===== src/rtl/lfsr_hex_display.sv =====
// lfsr_hex_display: snapshots a 16-bit word onto the 4-digit muxed 7-seg display, blinking digit-0 dp on mark.
// Optional LEADING_ZERO_BLANK_EN blanks leading zero digits (digit 0 always shown).
module lfsr_hex_display #(
  parameter int REFRESH_DIV = 100000,
  parameter int MARK_HOLD   = 50000000
) (
  input  logic        clk,
  input  logic        rst,
  input  logic [15:0] value,
  input  logic        load,
  input  logic        mark,
  output logic [3:0]  an,
  output logic [6:0]  seg,
  output logic        dp
);
  localparam int RW = $clog2(REFRESH_DIV + 1);
  localparam int MW = MARK_HOLD > 0 ? $clog2(MARK_HOLD + 1) : 1;
  logic [15:0]   snap;
  logic [1:0]    idx;
  logic [RW-1:0] refresh_cnt;
  logic [MW-1:0] mark_cnt;
  logic [3:0]    nib;
  logic [6:0]    hex;
  logic [6:0]    seg_next;
  logic          slot_end;
  always_comb begin
    nib = snap[{idx, 2'b00} +: 4];
    case (nib)
      4'h0: hex = 7'b1000000;
      4'h1: hex = 7'b1111001;
      4'h2: hex = 7'b0100100;
      4'h3: hex = 7'b0110000;
      4'h4: hex = 7'b0011001;
      4'h5: hex = 7'b0010010;
      4'h6: hex = 7'b0000010;
      4'h7: hex = 7'b1111000;
      4'h8: hex = 7'b0000000;
      4'h9: hex = 7'b0010000;
      4'hA: hex = 7'b0001000;
      4'hB: hex = 7'b0000011;
      4'hC: hex = 7'b1000110;
      4'hD: hex = 7'b0100001;
      4'hE: hex = 7'b0000110;
      default: hex = 7'b0001110;
    endcase
  end
`ifdef LEADING_ZERO_BLANK_EN
  logic blank;
  // a digit is blank only when it and every more significant nibble are zero
  always_comb blank = idx == 2'd3 ? snap[15:12] == 4'h0 :
                      idx == 2'd2 ? snap[15:8] == 8'h0 :
                      idx == 2'd1 ? snap[15:4] == 12'h0 : 1'b0;
  always_comb seg_next = blank ? 7'b1111111 : hex;
`else
  always_comb seg_next = hex;
`endif
  always_comb slot_end = refresh_cnt == RW'(REFRESH_DIV - 1);
  always_ff @(posedge clk) begin
    if (rst) begin
      snap        <= '0;
      idx         <= '0;
      refresh_cnt <= '0;
      mark_cnt    <= '0;
      an          <= 4'b1110;
      seg         <= 7'b1000000;
      dp          <= 1'b1;
    end else begin
      refresh_cnt <= slot_end ? '0 : refresh_cnt + 1'b1;
      idx         <= slot_end ? idx + 2'd1 : idx;
      if (load) snap <= value;
      mark_cnt    <= mark ? MW'(MARK_HOLD) : mark_cnt != '0 ? mark_cnt - 1'b1 : mark_cnt;
      an          <= ~(4'b0001 << idx);
      seg         <= seg_next;
      dp          <= ~(idx == 2'd0 && mark_cnt != '0);
    end
  end
endmodule


===== config.mk =====
export PLATFORM = sky130hd
export DESIGN_NAME = lfsr_hex_display
export DESIGN_NICKNAME = d
export VERILOG_FILES = /design/src/rtl/lfsr_hex_display.sv
export SDC_FILE = /design/constraint.sdc
export NUM_CORES = 1
export LEC_CHECK = 0
export ABC_AREA = 1
export CORE_MARGIN = 1
export CORE_UTILIZATION = 35
export CTS_CLUSTER_SIZE = 16
export DETAILED_ROUTE_END_ITERATION = 10
export GPL_TIMING_DRIVEN = 0
export MAX_ROUTING_LAYER = met4
export PLACE_DENSITY = 0.58
export SLEW_MARGIN = 20
export SYNTH_ARGS = -nofsm -noshare
export SYNTH_HDL_FRONTEND = slang
export SYNTH_SLANG_ARGS = --single-unit
export TNS_END_PERCENT = 100

===== constraint.sdc =====
create_clock -name clk -period 2.1 [get_ports clk]
set_clock_uncertainty 0.2 [all_clocks]
set_input_delay 0.21 -clock clk [delete_from_list [all_inputs] [get_ports clk]]
set_output_delay 0.21 -clock clk [all_outputs]
set_load 0.03 [all_outputs]

==> run metrics <==
Worst slew margin=between 60% and 70%; Fin Setup TNS=0 ps; initial antenna violation count=0; first-pass GRT wire length=14,800 um; H-tree depth=3; antenna violation net count after detailed routing=0; DRC viols=0; cell-internal power=approximately 2.3 mW; Sw Pwr=0.938 mW; GRT overflow=0; Area contributors post-synth=dfxtp_1 39%, nor2_1 11%, nand2_1 11%, nand3_1 5.4%, inv_1 4.6%; Top FF cell, synth=dfxtp_1; max incr delay on CP=360 ps; Fmax achieved=approximately 0.52 GHz; pin count of the biggest net entering global routing=13; clk_lat worst skew=350 ps; Netlist cell types=36; Worst Setup Start Kind=flip-flop; clock share of power=34.5%; Worst-Margin Slew=slightly above 500 ps; RSZ-0062 raised after global routing=no; post-synth top area share=39.2%; Worst Setup End Kind=flip-flop; CP max stage cell=dfxtp_2; flops & latches, synth=73; dpl hpwl=just over 6000 um; combinational share of power=a little under a fifth; Starting Density=between 30% and 40%; VDD IR-drop max=0.301 mV; num ports=32; Synth warnings=0; CTS sink count=73; Power Dens Cells=between 700 and 800 mW/mm2; PortBufs=30; post-synthesis cell area=around 0.0037 mm2; Design Power=about 3.2 mW; # setup viols final=0; Hold Crit Class=primary input to flip-flop; Area Growth Syn to Fin=18.5%; clock root cell=clkbuf_8; MaxCap Viol Count=0; sequential element share of the synthesized area=around 40%; Routed wire per std cell=11.6 um; ANT cells=0; CTS Buf Count=9; period utilization=91.1%; gp weighted congestion=roughly 0.9; via count of the first global-routing pass=around 3,300; outcome=completed; most frequent cells after synthesis=112 x nor2_1, 105 x nand2_1, 73 x dfxtp_1; most area-hungry cell type in the Yosys netlist=dfxtp_1; initial DRC count=169; first drt pass iteration count=4; CORE AREA=approximately 0.010 mm2; CP dominant cell by count=nand2_1; R2R Setup Slk=between 150 and 200 ps; overall routing resource usage=between 10% and 20%; Via-to-Cell Ratio=around 4.7; CP top delay family=buffers and inverters; CTS tree=yes; Die Ht=105 um; count leader, synth=nor2_1; critical path required time=about 2100 ps; critical path class=flip-flop to flip-flop; ys async rst share=0%; critical path peak fanout=11; Final #Nets=between 600 and 700; final hold violations=0; Avg Synthesized Cell Area=between 6 and 7 um2; critical path buffer and inverter count=5; sequential power share=between 40% and 50%; vias after detailed routing=~3,400; Die W=~110 um; CTS Buffer Depth=2; number of synthesized flops with an enable pin=0; syn nets=around 570; Syn Inst Count=approximately 530; fill count=roughly 1,100; Routed WL=about 8300 um; crit-path cells=buf_6 > inv_2 > buf_6 > nand2_1 > nand3_1 > nand2_2 > inv_2 > ha_1 > inv_1 > nor2_2 > o21bai_1 > nand2_1 > nand2_1; Crit path arrival time=between 1500 and 2000 ps; Lkg Pwr=around 1.9 nW; switching share of power=between 20% and 30%; Max Slew Vio Count=0; layout cell share with drive strength beyond 1=11.0%; Clock transition at path regs=roughly 80 ps; crit path time final=roughly 1900 ps; site row count=37; DIE AREA=roughly 0.011 mm2
## flip-flops by register name (all words and copies together) (netlist names)
| register | flops |
|---|---|
| an | 4 |
| mark_cnt | 26 |
| idx | 2 |
| dp | 1 |
| refresh_cnt | 17 |
| snap | 16 |
| seg | 7 |
## per-layer routing
metal,share of wire (%),vias up,global-route usage (%)
met5,0,-,-
met4,1.5,0,4.93
met1,47,1505,19.6
met2,48,59,29.4
li1,-,1778,-
met3,3.8,14,3.90
## worst paths after layout
path	to	from	depth (start not counted)
worst min-delay path	snap[12]	value[12]	3
worst max-delay path	seg[6]	idx[0]	13
worst min register to register	snap[8]	snap[8]	2
worst max register to register	seg[6]	idx[0]	13
## repair_timing
item	in CTS	in global routing
endpoints found under the hold margin	1	0
hold buffers	1	0
buffers inserted	0	1
endpoints found under the setup margin	0	6
resized for setup	0	5
## area by class of cell
type / instances / area, um2 / share of cell area [%]
well taps: 136 / 170 / 3.85
inverters: 54 / 205 / 4.64
repair buffers: 32 / 318 / 7.19
plain buffers: 13 / 81.3 / 1.84
flip-flops and latches: 73 / 1460 / 33.1
multi-input cells: 394 / 1990 / 45.0
clock buffers: 11 / 141 / 3.20
clock inverters: 4 / 53.8 / 1.22
## power groups by stage
stage	Clock (mW)	Combinational (mW)	Sequential (mW)
4_1_cts	1.15	0.575	1.51
2_1_floorplan	0	0.400	1.55
3_3_place_gp	0	0.562	1.54
5_1_grt	1.20	0.657	1.52
6_report	1.10	0.578	1.51
3_5_place_dp	0	0.569	1.55
## worst reg2reg max path, stage by stage, from the launching register on
cell and delay [ps]:
dfxtp_2 360, buf_6 140, inv_2 40, buf_6 130, nand2_1 60, nand3_1 80, nand2_2 150, inv_2 80
ha_1 210, inv_1 60, nor2_2 50, o21bai_1 150, nand2_1 60, nand2_1 50
## placed cells by master, fill, tap and decap left out, types with 2 or more instances in the layout
cell / netlist / layout
o21ai_1: 5 / 5
o21ai_2: 4 / 4
buf_4: 3 / 3
clkdlybuf4s50_1: 0 / 30
clkinvlp_4: 0 / 2
dfxtp_1: 73 / 72
ha_1: 12 / 12
nor2_4: 3 / 3
clkbuf_8: 0 / 10
nand3_2: 2 / 2
a21o_1: 4 / 4
nor2_1: 112 / 112
nand3_1: 40 / 40
a21oi_1: 27 / 27
nand2_1: 105 / 104
nand2_4: 2 / 2
xor2_1: 9 / 9
inv_1: 46 / 44
nor3_1: 9 / 9
buf_2: 2 / 2
clkinv_1: 2 / 2
xnor2_1: 6 / 6
nand4_1: 7 / 7
buf_6: 2 / 3
nand2_2: 6 / 7
nor2_2: 11 / 11
o21ai_0: 22 / 22
inv_2: 5 / 7
clkbuf_1: 5 / 6
## logic make-up after synthesis
| kind of cell | after synthesis | share of synthesized area [%] |
|---|---|---|
| xor+xnor | 15 | 3.52 |
| flops | 73 | 39.2 |
| buf+inv | 67 | 7.58 |
| compound gates | 65 | 9.62 |
| fa+ha+maj | 12 | 4.02 |
| simple gates | 302 | 36.1 |
## metrics by stage
stage / hold slack [ps] / area, um2 / worst slack [ps] / util [%] / cells
4_1_cts: 218 / 4410 / 19.9 / 42.7 / 716
5_1_grt: 229 / 4420 / 28.3 / 42.8 / 717
3_5_place_dp: 246 / 4200 / 28.3 / 40.7 / 700
3_3_place_gp: 241 / 4200 / 48.4 / 40.7 / 700
6_report: 230 / 4420 / 188 / 42.8 / 717
2_1_floorplan: 145 / 3730 / 267 / - / 534
Power figures use the tool's default switching activity.
